==> config.mk <==
export PLATFORM = sky130hd
export DESIGN_NAME = motor_move_sequencer
export DESIGN_NICKNAME = d
export VERILOG_FILES = /design/src/rtl/motor_move_sequencer.sv
export SDC_FILE = /design/constraint.sdc
export NUM_CORES = 1
export LEC_CHECK = 0
export BUFFER_PORTS_ARGS = -buffer_cell sky130_fd_sc_hd__buf_2
export CAP_MARGIN = 0
export CORE_ASPECT_RATIO = 1.25
export CORE_UTILIZATION = 38
export DETAILED_ROUTE_END_ITERATION = 10
export MAX_ROUTING_LAYER = met4
export PLACE_DENSITY = 0.57
export SETUP_SLACK_MARGIN = 0.15
export SYNTH_ARGS = -nofsm -noshare
export SYNTH_HDL_FRONTEND = slang
export SYNTH_SLANG_ARGS = --single-unit
==> constraint.sdc <==
create_clock -name i_Clk -period 3.6 [get_ports i_Clk]
set_clock_uncertainty 0.1 [all_clocks]
set_input_delay 0.18 -clock i_Clk [delete_from_list [all_inputs] [get_ports i_Clk]]
set_output_delay 0.18 -clock i_Clk [all_outputs]
set_load 0.01 [all_outputs]
==> src/rtl/motor_move_sequencer.sv <==
// motor_move_sequencer
//   Front end for the X/Y stepper controllers of the klotski gantry. Takes one piece-move
//   command (axis, direction, cells) over a valid/ready handshake. It converts cells to
//   motor steps, pulses the selected axis enable for one cycle and waits for that axis'
//   done pulse. It then waits out a mechanical settle time and pulses o_move_done.
//   A watchdog flags a motor that never reports done.
// Ports
//   i_Clk, i_rst_n                  clock, asynchronous active-low reset
//   i_cmd_valid / o_cmd_ready       command handshake
//   i_cmd_axis, i_cmd_dir, i_cmd_cells  command payload (0 = X, 1 = Y; cells 0..15)
//   o_x_en/o_x_dir/o_x_steps/i_x_done   X motor controller interface
//   o_y_en/o_y_dir/o_y_steps/i_y_done   Y motor controller interface
//   o_busy        high whenever not idle
//   o_move_done   one-cycle completion pulse
//   o_error       sticky watchdog flag, cleared by i_clr_err
module motor_move_sequencer #(
  parameter int unsigned STEPS_PER_CELL = 200,
  parameter int unsigned SETTLE_CYCLES  = 5000000,
  parameter int unsigned TIMEOUT_CYCLES = 2**30
) (
  input  logic        i_Clk,
  input  logic        i_rst_n,
  input  logic        i_cmd_valid,
  output logic        o_cmd_ready,
  input  logic        i_cmd_axis,
  input  logic        i_cmd_dir,
  input  logic [3:0]  i_cmd_cells,
  output logic        o_x_en,
  output logic        o_x_dir,
  output logic [31:0] o_x_steps,
  input  logic        i_x_done,
  output logic        o_y_en,
  output logic        o_y_dir,
  output logic [31:0] o_y_steps,
  input  logic        i_y_done,
  output logic        o_busy,
  output logic        o_move_done,
  output logic        o_error,
  input  logic        i_clr_err
);

  typedef enum logic [2:0] {StIdle, StIssue, StWait, StSettle, StDone, StErr} state_e;

  state_e      state_q, state_d;
  logic [31:0] cnt_q, cnt_d;
  logic        axis_q, axis_d;

  logic        ready_q, ready_d;
  logic        busy_q, busy_d;
  logic        done_q, done_d;
  logic        error_q, error_d;
  logic        x_en_q, x_en_d, y_en_q, y_en_d;
  logic        x_dir_q, x_dir_d, y_dir_q, y_dir_d;
  logic [31:0] x_steps_q, x_steps_d, y_steps_q, y_steps_d;

  logic        accept;
  logic        issue;
  logic        sel_done;
  logic        settle_end;
  logic [31:0] steps_calc;

  // ready_q is the registered ready, so the first cycle after reset cannot accept.
  assign accept     = (state_q == StIdle) && i_cmd_valid && ready_q;
  assign issue      = accept && (i_cmd_cells != 4'd0);
  assign sel_done   = axis_q ? i_y_done : i_x_done;
  assign steps_calc = 32'(i_cmd_cells) * STEPS_PER_CELL;
  assign settle_end = (SETTLE_CYCLES == 0) || (cnt_q == SETTLE_CYCLES - 1);

  // State register
  always_ff @(posedge i_Clk or negedge i_rst_n) begin
    if (!i_rst_n) begin
      state_q <= StIdle;
      cnt_q   <= '0;
      axis_q  <= 1'b0;
    end else begin
      state_q <= state_d;
      cnt_q   <= cnt_d;
      axis_q  <= axis_d;
    end
  end

  // Next-state logic
  always_comb begin
    state_d = state_q;
    axis_d  = accept ? i_cmd_axis : axis_q;
    unique case (state_q)
      StIdle: begin
        if (accept) state_d = issue ? StIssue : StDone;
      end
      StIssue:  state_d = StWait;
      StWait: begin
        // A done arriving on the watchdog's last cycle still counts as success.
        if (sel_done)                           state_d = StSettle;
        else if (cnt_q == TIMEOUT_CYCLES - 1)   state_d = StErr;
      end
      StSettle: begin
        if (settle_end) state_d = StDone;
      end
      StDone:   state_d = StIdle;
      StErr: begin
        if (i_clr_err) state_d = StIdle;
      end
      default:  state_d = StIdle;
    endcase

    // Counter only runs while staying in WAIT or SETTLE; any entry restarts it at zero.
    cnt_d = '0;
    if ((state_q == StWait || state_q == StSettle) && state_d == state_q) begin
      cnt_d = cnt_q + 32'd1;
    end
  end

  // Output logic, computed from the next state so every output is a flop.
  always_comb begin
    ready_d   = (state_d == StIdle);
    busy_d    = (state_d != StIdle);
    done_d    = (state_d == StDone);
    error_d   = (state_d == StErr);
    x_en_d    = (state_d == StIssue) && !axis_d;
    y_en_d    = (state_d == StIssue) && axis_d;
    x_dir_d   = x_dir_q;
    x_steps_d = x_steps_q;
    y_dir_d   = y_dir_q;
    y_steps_d = y_steps_q;
    if (issue && !i_cmd_axis) begin
      x_dir_d   = i_cmd_dir;
      x_steps_d = steps_calc;
    end
    if (issue && i_cmd_axis) begin
      y_dir_d   = i_cmd_dir;
      y_steps_d = steps_calc;
    end
  end

  always_ff @(posedge i_Clk or negedge i_rst_n) begin
    if (!i_rst_n) begin
      ready_q   <= 1'b0;
      busy_q    <= 1'b0;
      done_q    <= 1'b0;
      error_q   <= 1'b0;
      x_en_q    <= 1'b0;
      y_en_q    <= 1'b0;
      x_dir_q   <= 1'b0;
      y_dir_q   <= 1'b0;
      x_steps_q <= '0;
      y_steps_q <= '0;
    end else begin
      ready_q   <= ready_d;
      busy_q    <= busy_d;
      done_q    <= done_d;
      error_q   <= error_d;
      x_en_q    <= x_en_d;
      y_en_q    <= y_en_d;
      x_dir_q   <= x_dir_d;
      y_dir_q   <= y_dir_d;
      x_steps_q <= x_steps_d;
      y_steps_q <= y_steps_d;
    end
  end

  assign o_cmd_ready = ready_q;
  assign o_busy      = busy_q;
  assign o_move_done = done_q;
  assign o_error     = error_q;
  assign o_x_en      = x_en_q;
  assign o_y_en      = y_en_q;
  assign o_x_dir     = x_dir_q;
  assign o_y_dir     = y_dir_q;
  assign o_x_steps   = x_steps_q;
  assign o_y_steps   = y_steps_q;

endmodule

# After elaboration in Yosys (flattened, before gate mapping)
# Index checks and enable logic that the tools add are counted.
[word_totals]
wordCells = 50
output_inout_bits = 72
inputBits = 12
regBits = 62
[op_classes]
mux = 10
addsub = 1
n_reduce_logical = 15
multipliers = 1
n_eq_ne = 10
[ops]
columns = ["op", "n"]
rows = [
  ["$add A32 B1 Y32 const B", 1],
  ["$eq A32 B23 Y1 const B", 1],
  ["$eq A32 B30 Y1 const B", 1],
  ["$mux W32", 1],
  ["$mux W3", 6],
  ["$pmux W3 S5", 1],
  ["$eq A3 B3 Y1 const B", 3],
  ["$mul A4 B5 Y9 const B", 1],
  ["$logic_and A1 B1 Y1", 8],
  ["$eq A3 B1 Y1 const B", 2],
  ["$eq A3 B2 Y1 const B", 2],
  ["$logic_not A3 Y1", 2],
  ["$reduce_bool A4 Y1", 1],
  ["$eq A3 B3 Y1", 1],
  ["$reduce_bool A3 Y1", 1],
  ["$logic_not A1 Y1", 2],
  ["$mux W1", 2],
  ["$logic_or A1 B1 Y1", 1],
]

# Longest topological paths before layout
# Gate-level depths: netlist of run 1.
[depth]
depth_word = 10
mapped_depth = 7
mapped_depth_nobuf = 7

# Least setup slack after synthesis of run 1
# OpenSTA, ideal clock, no wires.
[synth_path]
path_type = "register to register"
from = "register cnt_q[27]"
to = "register cnt_q[21]"
path_stages_with_launch = 7
arrival_ps = 1824
slack_ps = 1554
required_time_ps = 3378
path_buffers = 1
setup_time_ps = 122
synth_period_minus_slack_ps = 2046
path_cell_list = "dfrtp_1 or4_1 nor3_2 nand4_2 a32oi_4 buf_8 nor3_1"
[synth_between]
elab_chain_cells = 7
word_cells_on_any_way = 9
classes_between = "3 x eq/ne; 5 x mux; 1 x reduce/logical"
[synth_rtl]
columns = ["element", "line", "source"]
rows = [
  ["start: declaration", "45", "logic [31:0] cnt_q, cnt_d;"],
  ["start signal: assignment", "77", "cnt_q <= cnt_d;"],
  ["$eq A32 B30 Y1", "94", "else if (cnt_q == TIMEOUT_CYCLES - 1) state_d = StErr;"],
  ["$mux W3", "94", ""],
  ["$mux W3", "93", "if (sel_done) state_d = StSettle;"],
  ["$pmux W3 S5 *", "86", "unique case (state_q)"],
  ["$eq A3 B3 Y1 *", "108", "if ((state_q == StWait || state_q == StSettle) && state_d == state_q) begin"],
  ["$logic_and A1 B1 Y1 *", "108", ""],
  ["$mux W32 *", "108", ""],
  ["via cnt_d[21]", "45", ""],
]
# The timed path passes the listed nets; every way through them passes the cells marked *.
# A chain may end at the register's enable or synchronous reset.

# Worst setup path after layout of run 1
[layout_path]
from = "register cnt_q[0]"
to = "register cnt_q[10]"
[layout_between]
elab_chain_cells = 7
word_cells_on_any_way = 10
classes_between = "1 x add/sub; 3 x eq/ne; 5 x mux; 1 x reduce/logical"
[layout_rtl]
columns = ["element", "line"]
rows = [
  ["$eq A32 B30 Y1", "94"],
  ["$mux W3", "94"],
  ["$mux W3", "93"],
  ["$pmux W3 S5", "86"],
  ["$eq A3 B3 Y1", "108"],
  ["$logic_and A1 B1 Y1", "108"],
  ["$mux W32 *", "108"],
  ["via cnt_d[10]", "45"],
]
# Marks and branches as above.

==> metrics.txt, run 1 <==
# TYPE chip_impl_metric gauge
chip_impl_info{name="yosys_most_used_dff",value="dfrtp_1"} 1
chip_impl_info{name="cts_tree",value="done"} 1
chip_impl_metric{name="avgViaCountPerCell",unit=""} 4.76
chip_impl_metric{name="power_density",unit="nW/um^2"} 591
chip_impl_info{name="synth_area_leaders",value="dfrtp_1, buf_4, mux2_2"} 1
chip_impl_metric{name="die_area",unit="sq um"} 9640
chip_impl_metric{name="detail_route.drc_violations",unit=""} 0
chip_impl_metric{name="power_leakage",unit="nW"} 1.84
chip_impl_metric{name="final_ws_setup",unit="ns"} 0.977
chip_impl_metric{name="placed_area",unit="sq um"} 3630
chip_impl_metric{name="cellInternalPower",unit="W"} 0.00152
chip_impl_info{name="synth_most_common_cell",value="dfrtp_1"} 1
chip_impl_metric{name="tritoncts.num_buffers",unit=""} 9
chip_impl_metric{name="antenna_violations_before_repair",unit=""} 0
chip_impl_metric{name="largest_net_degree_at_the_start_of_global_routing",unit=""} 41
chip_impl_metric{name="num_vias",unit=""} 2372
chip_impl_metric{name="synth_area_per_cell",unit="sq um"} 10.7
chip_impl_metric{name="wl_per_cell",unit="um"} 13.4
chip_impl_info{name="synth_common_cells",value="dfrtp_1, buf_4, nor3_1"} 1
chip_impl_metric{name="pwr-share-seq",unit=""} 0.405
chip_impl_metric{name="die-height",unit="um"} 110
chip_impl_metric{name="vias_in_the_first_global_route",unit=""} 2341
chip_impl_metric{name="cts_max_level",unit=""} 3
chip_impl_info{name="setup.worst_path.start_class",value="register"} 1
chip_impl_metric{name="hold_viol_final",unit=""} 0
chip_impl_metric{name="worst_r2r_path_depth",unit=""} 7
chip_impl_metric{name="slew_violations",unit=""} 0
chip_impl_metric{name="number_of_enable_flip_flop_cells_after_synthesis",unit=""} 0
chip_impl_metric{name="p_sw_frac",unit=""} 0.339
chip_impl_metric{name="cts_num_sinks",unit=""} 62
chip_impl_metric{name="post_route_cells_drive_above_1_share",unit=""} 0.241
chip_impl_info{name="unrepaired_setup_endpoints_after_global_routing",value="no"} 1
chip_impl_metric{name="finalWorstPathRequiredPeriod",unit="ns"} 2.62
chip_impl_metric{name="clk_transition_reported_paths",unit="ns"} 0.07
chip_impl_metric{name="clock_power_share",unit=""} 0.300
chip_impl_metric{name="pre_cts_slack",unit="ns"} 0.990
chip_impl_metric{name="insertion_delay",unit="ns"} 0.34
chip_impl_metric{name="layout-area-overhead-vs-synth",unit="%"} 10.5
chip_impl_metric{name="groute.usage.overall",unit=""} 0.155
chip_impl_info{name="cts.root.buffer_cell",value="clkbuf_8"} 1
chip_impl_metric{name="yosysUniqueCellTypes",unit=""} 47
chip_impl_metric{name="drv_cap",unit=""} 0
chip_impl_metric{name="switchingPower",unit="W"} 0.000779
chip_impl_metric{name="crit_arrival",unit="ns"} 2.72
chip_impl_metric{name="crit_fanout",unit=""} 32
chip_impl_metric{name="worst_ep_required_time",unit="ns"} 3.70
chip_impl_metric{name="setup.reg_to_reg.worst_slack",unit="ns"} 0.98
chip_impl_metric{name="timing.setup.tns",unit="ns"} 0
chip_impl_metric{name="syn_inst",unit=""} 329
chip_impl_metric{name="number_of_cells_upsized_or_downsized_after_cts",unit=""} 0
chip_impl_metric{name="effective_utilization_at_floorplan",unit=""} 0.397
chip_impl_metric{name="gp_routability_congestion",unit=""} 0.769
chip_impl_metric{name="post-cts-setup-buffers",unit=""} 0
chip_impl_metric{name="floorplan.core_area",unit="sq um"} 8840
chip_impl_metric{name="ant_nets",unit=""} 0
chip_impl_metric{name="antenna_cells_inserted",unit=""} 0
chip_impl_metric{name="number_of_rows_in_the_core_area",unit=""} 38
chip_impl_metric{name="fmaxAchievable",unit="MHz"} 381
chip_impl_metric{name="final_design_area_no_fill",unit="sq um"} 3880
chip_impl_metric{name="synthArstFlopShare",unit=""} 1.00
chip_impl_metric{name="power.combinational.fraction",unit=""} 0.296
chip_impl_metric{name="port_buffers",unit=""} 37
chip_impl_metric{name="drt_first_iter_violations",unit=""} 122
chip_impl_metric{name="max_stage_delay",unit="ns"} 0.55
chip_impl_metric{name="worst-path-stages",unit=""} 7
chip_impl_info{name="cpMostUsedCell",value="nand3_1"} 1
chip_impl_info{name="critical-path-slowest-cell",value="nor4_1"} 1
chip_impl_metric{name="die_x",unit="um"} 88.0
chip_impl_metric{name="hold-path-cell-count",unit=""} 2
chip_impl_metric{name="final-setup-viol-count",unit=""} 0
chip_impl_info{name="outcome",value="complete, no violations"} 1
chip_impl_info{name="worst_path_dominant_cell_family",value="simple AND/OR/NAND/NOR gates"} 1
chip_impl_metric{name="path_buf_inv",unit=""} 1
chip_impl_metric{name="firstDrtPassIters",unit=""} 4
chip_impl_info{name="hold_class",value="in -> reg"} 1
chip_impl_metric{name="io-pin-count",unit=""} 84
chip_impl_metric{name="slew_headroom",unit=""} 0.402
chip_impl_metric{name="yosysSeqAreaShare",unit=""} 0.442
chip_impl_metric{name="min_period_over_period",unit=""} 0.729
chip_impl_info{name="critical_path_start_end_classification",value="reg -> reg"} 1
chip_impl_info{name="post-synth-top-area-cell",value="dfrtp_1"} 1
chip_impl_metric{name="synth_top_cell_area_share",unit=""} 0.442
chip_impl_metric{name="power.ir.vdd_worst",unit="mV"} 0.396
chip_impl_metric{name="wire_length_of_the_first_global_routing_pass",unit="mm"} 11.1
chip_impl_metric{name="clk_path_buf_depth",unit=""} 2
chip_impl_metric{name="hpwl",unit="mm"} 4.64
chip_impl_metric{name="nets",unit=""} 399
chip_impl_metric{name="mappedNetlistArea",unit="sq um"} 3510
chip_impl_metric{name="synthesis_warnings",unit=""} 0
chip_impl_metric{name="ys_ff_latch",unit=""} 62
chip_impl_metric{name="postCtsHoldBufs",unit=""} 3
chip_impl_metric{name="timing_worst_slew_pin_value",unit="ns"} 0.894
chip_impl_metric{name="grt_remaining_overflow",unit=""} 0
chip_impl_info{name="cell_by_cell_listing_of_the_critical_path",value="ha_1 > nand3_1 > nor4_1 > nand3_1 > a32oi_4 > buf_4 > nor3_1"} 1
chip_impl_metric{name="wirelength",unit="mm"} 6.65
chip_impl_info{name="setup.worst_path.end_class",value="register"} 1
final cells by class:
type                    count  area (sq um)
flip-flops and latches     62          1550
clock inverters             6          85.1
well taps                 120           150
clock buffers              10           138
fillers                   907          4960
multi-input cells         246          1670
inverters                  10          37.5
repair buffers             44           245
power groups by stage:
stage	Combinational (W)	Sequential, W	Clock, W
floorplan	0.000472	0.000994	0
global placement	0.000668	0.000939	0
detailed placement	0.000678	0.000940	0
CTS	0.000683	0.000929	0.000701
global route	0.000740	0.000950	0.000729
finish	0.000679	0.000928	0.000687
state kept, by name, summed over array words and instances (netlist names), 3 cells and up:
| signal | flops |
|---|---|
| cnt_q | 32 |
| o_y_steps | 9 |
| state_q | 3 |
| o_x_steps | 9 |
metrics by stage:
stage | hold WS, ns | utilization | instances | total power, W
after floorplan | -0.216 | - | 374 | 0.00147
after global placement | 0.0830 | 0.410 | 479 | 0.00161
after detailed placement | 0.0916 | 0.410 | 479 | 0.00162
after CTS | 0.0554 | 0.439 | 498 | 0.00231
after global routing | 0.0755 | 0.439 | 498 | 0.00242
final | 0.0635 | 0.439 | 498 | 0.00229
cell usage in the layout, fill, tap and decap left out, types with 12 or more instances in the layout:
cell     netlist  routed
conb_1         1      46
nand2_1       19      19
ha_1          13      13
mux2_2        21      21
buf_2          4      37
nor3_1        27      27
xnor2_1       13      13
nand4_1       12      12
nor2_1        14      14
nand3_1       13      13
xor2_1        20      20
dfrtp_1       62      62
worst register-to-register path, delay by kind of cell, from the launching register on:
| kind | cells | cell delay (ns) |
|---|---|---|
| AOI/OAI and AO/OA | 1 | 0.23 |
| buffers and inverters | 1 | 0.39 |
| and+or+nand+nor | 4 | 1.15 |
| adders and majority gates | 1 | 0.20 |
| DFF | 1 | 0.41 |
metal layers:
layer | share of wire | GRT usage | routed length, um | up-vias
li1 | - | - | - | 1147
met1 | 0.46 | 0.195 | 3030 | 1155
met2 | 0.50 | 0.246 | 3290 | 60
met3 | 0.034 | 0.0263 | 226 | 10
met4 | 0.015 | 0.0667 | 98 | 0
met5 | 0 | - | 0 | -
kinds of logic (layout without fill, tap and decap cells):
| group | count (synthesis) | in the layout | share of synthesized area |
|---|---|---|---|
| multiplexers | 21 | 21 | 0.0673 |
| AO/OA/AOI/OAI | 17 | 17 | 0.0367 |
| buffers and inverters | 66 | 70 | 0.130 |
| AND/OR/NAND/NOR | 115 | 115 | 0.189 |
| XOR/XNOR | 33 | 33 | 0.0823 |
| adder cells (fa/ha/maj) | 14 | 14 | 0.0520 |
| other | 1 | 46 | 0.00107 |
| flip-flops | 62 | 62 | 0.442 |
worst paths after layout:
| kind | startpoint | endpoint |
|---|---|---|
| worst max-delay path | cnt_q[0]$_DFF_PN0_ | cnt_q[10]$_DFF_PN0_ |
| worst min-delay path | i_cmd_cells[2] | o_y_steps[5]$_DFFE_PN0P_ |
| worst max register to register | cnt_q[0]$_DFF_PN0_ | cnt_q[10]$_DFF_PN0_ |
| worst min register to register | axis_q$_DFF_PN0_ | axis_q$_DFF_PN0_ |
| max in group asynchronous | i_rst_n | o_x_steps[10]$_DFFE_PN0P_ |
| min in group asynchronous | i_rst_n | cnt_q[23]$_DFF_PN0_ |
(Power assumes the default switching activity.)
==> inputs of run 2 (changes only) <==
clock period = 2.7 ns   (was 3.6 ns; I/O delays follow)
==> run 2 against run 1 <==
  * Critical path depth shrank 1
  * Worst setup slack worse by 0.57 ns
  * Largest cell class unchanged
  * Non-clock buffer count grew 5
  * Critical endpoint is now cnt_q[16]$_DFF_PN0_
  * Clock-buffer cell count is 2 higher
  * Clock power is 35% higher
==> metrics.txt, run 2 (same netlist as run 1, synthesis figures left out) <==
# TYPE chip_impl_metric gauge
chip_impl_info{name="outcome",value="complete, no violations"} 1
chip_impl_metric{name="drv_cap",unit=""} 0
chip_impl_metric{name="number_of_rows_in_the_core_area",unit=""} 38
chip_impl_info{name="setup.worst_path.end_class",value="register"} 1
chip_impl_info{name="final_common_cell",value="dfrtp_1"} 1
chip_impl_metric{name="layout-area-overhead-vs-synth",unit="%"} 12.3
chip_impl_metric{name="effective_utilization_at_floorplan",unit=""} 0.397
chip_impl_metric{name="crit_fanout",unit=""} 32
chip_impl_info{name="cts.root.buffer_cell",value="clkbuf_8"} 1
chip_impl_metric{name="wl_per_cell",unit="um"} 13.4
chip_impl_metric{name="avgViaCountPerCell",unit=""} 4.72
chip_impl_metric{name="post-cts-setup-buffers",unit=""} 0
chip_impl_info{name="hold_path.startpoint",value="i_cmd_cells[0]"} 1
chip_impl_metric{name="port_buffers",unit=""} 37
chip_impl_info{name="worst_hold_path.endpoint",value="o_y_steps[3]$_DFFE_PN0P_"} 1
chip_impl_metric{name="hold-path-cell-count",unit=""} 2
chip_impl_metric{name="die_area",unit="sq um"} 9640
chip_impl_metric{name="hpwl",unit="mm"} 4.85
chip_impl_metric{name="finalCoreUtilization",unit=""} 0.446
chip_impl_metric{name="power.ir.vdd_worst",unit="mV"} 0.508
chip_impl_metric{name="firstDrtPassIters",unit=""} 4
chip_impl_metric{name="die-height",unit="um"} 110
chip_impl_metric{name="detail_route.drc_violations",unit=""} 0
chip_impl_info{name="regMostFlops",value="cnt_q"} 1
chip_impl_metric{name="wire_length_of_the_first_global_routing_pass",unit="mm"} 10.9
chip_impl_metric{name="worst_r2r_path_depth",unit=""} 6
chip_impl_metric{name="slew_violations",unit=""} 0
chip_impl_metric{name="timing_worst_slew_pin_value",unit="ns"} 0.507
chip_impl_info{name="critical_path_start_end_classification",value="reg -> reg"} 1
chip_impl_metric{name="gp_routability_congestion",unit=""} 0.821
chip_impl_metric{name="min_period_over_period",unit=""} 0.851
chip_impl_metric{name="postCtsHoldBufs",unit=""} 4
chip_impl_metric{name="timing.setup.tns",unit="ns"} 0
chip_impl_metric{name="clk_path_buf_depth",unit=""} 2
chip_impl_info{name="setup.worst_path.start_class",value="register"} 1
chip_impl_metric{name="drt_first_iter_violations",unit=""} 104
chip_impl_metric{name="nets",unit=""} 404
chip_impl_info{name="timing.rr.end",value="cnt_q[16]$_DFF_PN0_"} 1
chip_impl_metric{name="slew_headroom",unit=""} 0.661
chip_impl_metric{name="groute.usage.overall",unit=""} 0.156
chip_impl_metric{name="worst_ep_required_time",unit="ns"} 2.82
chip_impl_metric{name="largest_net_degree_at_the_start_of_global_routing",unit=""} 33
chip_impl_metric{name="antenna_cells_inserted",unit=""} 0
chip_impl_metric{name="io-pin-count",unit=""} 84
chip_impl_metric{name="largest_register_ff_count",unit=""} 32
chip_impl_metric{name="power_leakage",unit="nW"} 1.87
chip_impl_metric{name="num_vias",unit=""} 2369
chip_impl_info{name="unrepaired_setup_endpoints_after_global_routing",value="no"} 1
chip_impl_metric{name="cts_num_sinks",unit=""} 62
chip_impl_info{name="most-common-layout-cells",value="dfrtp_1, conb_1, buf_2, nor3_1, mux2_2"} 1
chip_impl_metric{name="fmaxAchievable",unit="MHz"} 435
chip_impl_metric{name="floorplan.core_area",unit="sq um"} 8840
chip_impl_metric{name="die_x",unit="um"} 88.0
chip_impl_metric{name="wirelength",unit="mm"} 6.72
chip_impl_metric{name="ant_nets",unit=""} 0
chip_impl_info{name="cts_tree",value="done"} 1
chip_impl_info{name="hold_class",value="in -> reg"} 1
chip_impl_metric{name="grt_remaining_overflow",unit=""} 0
chip_impl_info{name="critical_path.reg2reg.startpoint",value="cnt_q[7]$_DFF_PN0_"} 1
chip_impl_metric{name="power_density",unit="nW/um^2"} 793
chip_impl_metric{name="hold_viol_final",unit=""} 0
chip_impl_metric{name="clk_transition_reported_paths",unit="ns"} 0.07
chip_impl_metric{name="insertion_delay",unit="ns"} 0.36
chip_impl_metric{name="post_route_cells_drive_above_1_share",unit=""} 0.243
chip_impl_metric{name="vias_in_the_first_global_route",unit=""} 2305
chip_impl_metric{name="finalWorstPathRequiredPeriod",unit="ns"} 2.30
chip_impl_metric{name="cts_max_level",unit=""} 3
chip_impl_metric{name="crit_arrival",unit="ns"} 2.42
chip_impl_metric{name="antenna_violations_before_repair",unit=""} 0
chip_impl_metric{name="tritoncts.num_buffers",unit=""} 9
chip_impl_metric{name="setup.reg_to_reg.worst_slack",unit="ns"} 0.40
chip_impl_metric{name="number_of_cells_upsized_or_downsized_after_cts",unit=""} 0
chip_impl_metric{name="final-setup-viol-count",unit=""} 0
-- run 2: cell count changes in the layout (fill, tap and decap cells not counted), sizes merged --
cell         delta
buf             +4
clkbuf          +2
clkinv          -2
clkinvlp        -1
dlygate4sd3     +1
-- run 2: how the worst max path moves through the flow --
stage	from	endpoint	slack [ns]	cells after the start
2_1_floorplan	cnt_q[27]$_DFF_PN0_	cnt_q[21]$_DFF_PN0_	0.65	6
3_3_place_gp	cnt_q[7]$_DFF_PN0_	cnt_q[16]$_DFF_PN0_	0.46	6
3_5_place_dp	cnt_q[7]$_DFF_PN0_	cnt_q[30]$_DFF_PN0_	0.43	6
4_1_cts	cnt_q[7]$_DFF_PN0_	cnt_q[16]$_DFF_PN0_	0.40	6
5_1_grt	cnt_q[7]$_DFF_PN0_	cnt_q[16]$_DFF_PN0_	0.22	6
6_report	cnt_q[7]$_DFF_PN0_	cnt_q[16]$_DFF_PN0_	0.40	6
-- run 2: final cells by class --
| type | instances | area (sq um) |
|---|---|---|
| repair buffers | 49 | 310 |
| clock inverters | 3 | 67.6 |
| well taps | 120 | 150 |
| flip-flops and latches | 62 | 1550 |
| inverters | 10 | 37.5 |
| multi-input cells | 246 | 1670 |
| clock buffers | 12 | 155 |
| fillers | 860 | 4900 |
-- run 2: critical path: stages, from the launching register on --
cell	delay (ns)
dfrtp_1	0.43
nand4_1	0.28
nor4_1	0.51
nand3_1	0.26
a32oi_4	0.26
buf_12	0.23
nor3_1	0.09
-- run 2: report_power, final --
part	internal (W)	switching (W)	total, W	leakage, nW
logic	0.000404	0.000556	0.000960	0.937
clock network	0.000565	0.000362	0.000928	0.109
registers	0.00113	0.000115	0.00124	0.827
total	0.00209	0.00103	0.00313	1.87
-- run 2: stage by stage --
stage	area, sq um	instances	power [W]	worst slack (ns)	hold WS, ns
floorplan	3680	374	0.00195	0.654	-0.261
detailed placement	3680	483	0.00222	0.435	-0.0287
global route	3950	502	0.00330	0.217	0.00203
global placement	3680	483	0.00221	0.457	-0.0238
CTS	3950	502	0.00317	0.398	0.00309
finish	3950	502	0.00313	0.403	0.0133
-- run 2: routing by layer --
metal  up-vias  global-route usage  share of wire
li1       1151                   -              -
met1      1150               0.180           0.43
met2        60               0.252           0.52
met3         8              0.0405          0.038
met4         0              0.0703          0.013
met5         -                   -              0
==> inputs of run 3 (changes only) <==
PLACE_DENSITY = unset   (was 0.57)
PLACE_DENSITY_LB_ADDON = 0.12   (was unset)
==> run 3 against run 2 <==
  * Non-clock buffer count shrank 1
  * Combinational power is essentially flat
  * Register-to-register slack is essentially flat
  * Cell area shrank 0.86%
  * Routed wire length grew 1.4%
  * Die area is the same
==> metrics.txt, run 3 (same netlist as run 1, synthesis figures left out) <==
# TYPE chip_impl_metric gauge
chip_impl_info{name="outcome",value="complete, no violations"} 1
chip_impl_metric{name="floorplan.core_area",unit="sq um"} 8840
chip_impl_metric{name="multi_input_logic_area",unit="sq um"} 1680
chip_impl_info{name="hold_class",value="in -> reg"} 1
chip_impl_metric{name="power_density",unit="nW/um^2"} 766
chip_impl_info{name="unrepaired_setup_endpoints_after_global_routing",value="no"} 1
chip_impl_metric{name="pre_cts_slack",unit="ns"} 0.269
chip_impl_metric{name="die_area",unit="sq um"} 9640
chip_impl_metric{name="crit_arrival",unit="ns"} 2.43
chip_impl_info{name="final_common_cell",value="dfrtp_1"} 1
chip_impl_metric{name="worst_r2r_path_depth",unit=""} 7
chip_impl_metric{name="fmaxAchievable",unit="MHz"} 436
chip_impl_info{name="cpMostUsedCell",value="nand3_1"} 1
chip_impl_metric{name="layout-area-overhead-vs-synth",unit="%"} 11.4
chip_impl_metric{name="hpwl",unit="mm"} 4.78
chip_impl_metric{name="power.ir.vdd_worst",unit="mV"} 0.414
chip_impl_metric{name="timing.setup.tns",unit="ns"} 0
chip_impl_metric{name="largest_net_degree_at_the_start_of_global_routing",unit=""} 33
chip_impl_metric{name="slew_violations",unit=""} 0
chip_impl_metric{name="wire_length_of_the_first_global_routing_pass",unit="mm"} 11.5
chip_impl_metric{name="drt_first_iter_violations",unit=""} 136
chip_impl_info{name="regMostFlops",value="cnt_q"} 1
chip_impl_metric{name="placed_area",unit="sq um"} 3680
chip_impl_metric{name="slew_headroom",unit=""} 0.557
chip_impl_metric{name="cts_max_level",unit=""} 3
chip_impl_metric{name="final_design_area_no_fill",unit="sq um"} 3910
chip_impl_metric{name="non_filler_instance_count_after_layout",unit=""} 502
chip_impl_info{name="critical_path_start_end_classification",value="reg -> reg"} 1
chip_impl_metric{name="firstDrtPassIters",unit=""} 5
chip_impl_metric{name="max_stage_delay",unit="ns"} 0.42
chip_impl_metric{name="worst_ep_required_time",unit="ns"} 2.83
chip_impl_metric{name="vias_in_the_first_global_route",unit=""} 2359
chip_impl_metric{name="largest_register_ff_count",unit=""} 32
chip_impl_info{name="most-common-layout-cells",value="dfrtp_1, conb_1, buf_2, nor3_1, mux2_2"} 1
chip_impl_info{name="cell_by_cell_listing_of_the_critical_path",value="ha_1 > nand3_1 > nor4_2 > nand3_1 > a32oi_4 > buf_12 > nor3_1"} 1
chip_impl_metric{name="die-height",unit="um"} 110
chip_impl_metric{name="timing_worst_slew_pin_value",unit="ns"} 0.664
chip_impl_metric{name="groute.usage.overall",unit=""} 0.163
chip_impl_metric{name="setup.reg_to_reg.worst_slack",unit="ns"} 0.40
chip_impl_metric{name="grt_remaining_overflow",unit=""} 0
chip_impl_metric{name="number_of_rows_in_the_core_area",unit=""} 38
chip_impl_metric{name="sequential_cell_area",unit="sq um"} 1550
chip_impl_metric{name="antenna_cells_inserted",unit=""} 0
chip_impl_metric{name="drv_cap",unit=""} 0
chip_impl_metric{name="antenna_violations_before_repair",unit=""} 0
chip_impl_metric{name="die_x",unit="um"} 88.0
chip_impl_metric{name="finalWorstPathRequiredPeriod",unit="ns"} 2.30
chip_impl_info{name="critical_path.reg2reg.startpoint",value="cnt_q[0]$_DFF_PN0_"} 1
chip_impl_metric{name="power_leakage",unit="nW"} 1.85
chip_impl_metric{name="num_vias",unit=""} 2370
chip_impl_metric{name="wl_per_cell",unit="um"} 13.6
chip_impl_metric{name="hold_viol_final",unit=""} 0
chip_impl_metric{name="holdWs",unit="ns"} 0.0120
chip_impl_metric{name="wirelength",unit="mm"} 6.82
chip_impl_metric{name="cts_num_sinks",unit=""} 62
chip_impl_metric{name="final_ws_setup",unit="ns"} 0.405
chip_impl_metric{name="crit_fanout",unit=""} 32
chip_impl_info{name="hold_path.startpoint",value="i_cmd_cells[0]"} 1
chip_impl_metric{name="effective_utilization_at_floorplan",unit=""} 0.397
chip_impl_metric{name="nets",unit=""} 403
chip_impl_metric{name="final-setup-viol-count",unit=""} 0
chip_impl_info{name="setup.worst_path.end_class",value="register"} 1
chip_impl_metric{name="tritoncts.num_buffers",unit=""} 9
chip_impl_metric{name="detail_route.drc_violations",unit=""} 0
chip_impl_metric{name="port_buffers",unit=""} 37
chip_impl_metric{name="post-cts-setup-buffers",unit=""} 0
chip_impl_metric{name="min_period_over_period",unit=""} 0.850
chip_impl_metric{name="n_fill_cell",unit=""} 879
chip_impl_metric{name="clk_path_buf_depth",unit=""} 2
chip_impl_metric{name="clk_transition_reported_paths",unit="ns"} 0.07
chip_impl_info{name="critical-path-slowest-cell",value="nor4_2"} 1
chip_impl_info{name="cts.root.buffer_cell",value="clkbuf_8"} 1
chip_impl_info{name="cts_tree",value="done"} 1
chip_impl_metric{name="ant_nets",unit=""} 0
chip_impl_metric{name="hold-path-cell-count",unit=""} 2
chip_impl_metric{name="insertion_delay",unit="ns"} 0.35
chip_impl_metric{name="avgViaCountPerCell",unit=""} 4.72
chip_impl_metric{name="dpl.cell_count",unit=""} 482
chip_impl_info{name="timing.rr.end",value="cnt_q[3]$_DFF_PN0_"} 1
chip_impl_info{name="worst_hold_path.endpoint",value="o_y_steps[3]$_DFFE_PN0P_"} 1
chip_impl_metric{name="post_route_cells_drive_above_1_share",unit=""} 0.246
chip_impl_info{name="setup.worst_path.start_class",value="register"} 1
chip_impl_metric{name="io-pin-count",unit=""} 84
chip_impl_metric{name="gp_routability_congestion",unit=""} 0.828
## run 3: timing repair
action | in CTS | in global routing
setup endpoints to repair | 0 | 30
hold buffers | 4 | 0
gates resized for setup | 0 | 1
endpoints found under the hold margin | 31 | 0
## run 3: through the flow
stage / utilization / total power (W)
after floorplan: - / 0.00195
after global placement: 0.416 / 0.00222
after detailed placement: 0.416 / 0.00222
after CTS: 0.442 / 0.00305
after global routing: 0.442 / 0.00320
final: 0.442 / 0.00300
## run 3: how the worst max path moves through the flow
stage | start | slack (ns) | endpoint | depth (start not counted)
finish | cnt_q[0]$_DFF_PN0_ | 0.40 | cnt_q[3]$_DFF_PN0_ | 7
CTS | cnt_q[0]$_DFF_PN0_ | 0.27 | cnt_q[11]$_DFF_PN0_ | 7
global route | cnt_q[0]$_DFF_PN0_ | 0.22 | cnt_q[12]$_DFF_PN0_ | 7
floorplan | cnt_q[27]$_DFF_PN0_ | 0.65 | cnt_q[21]$_DFF_PN0_ | 6
global placement | cnt_q[0]$_DFF_PN0_ | 0.34 | cnt_q[16]$_DFF_PN0_ | 7
detailed placement | cnt_q[0]$_DFF_PN0_ | 0.27 | cnt_q[11]$_DFF_PN0_ | 7
## run 3: power breakdown
group / switching [W] / internal (W) / total, W
combinational: 0.000558 / 0.000404 / 0.000962
sequential: 0.000109 / 0.00112 / 0.00123
clock: 0.000380 / 0.000422 / 0.000802
total: 0.00105 / 0.00195 / 0.00300
## run 3: final cells by class
type / instances / area share
multi-input combinational: 246 / 0.429
clock inverter: 6 / 0.0160
clock buffer: 10 / 0.0326
timing repair buffer: 48 / 0.0774
inverter: 10 / 0.00959
tap: 120 / 0.0384
sequential: 62 / 0.397
## run 3: metal layers
layer  vias up  wire [um]  global-route usage
met3        12        229              0.0405
met5         -          0                   -
met1      1159       2960               0.186
met4         0        150              0.0773
li1       1145          -                   -
met2        54       3480               0.269
## run 3: worst max-delay path: cells and delay by family, from the launching register on
family                     cells  cell delay, ns
adders and majority gates      1            0.20
AOI/OAI and AO/OA              1            0.25
DFF                            1            0.40
and+or+nand+nor                4            0.97
buffers and inverters          1            0.23
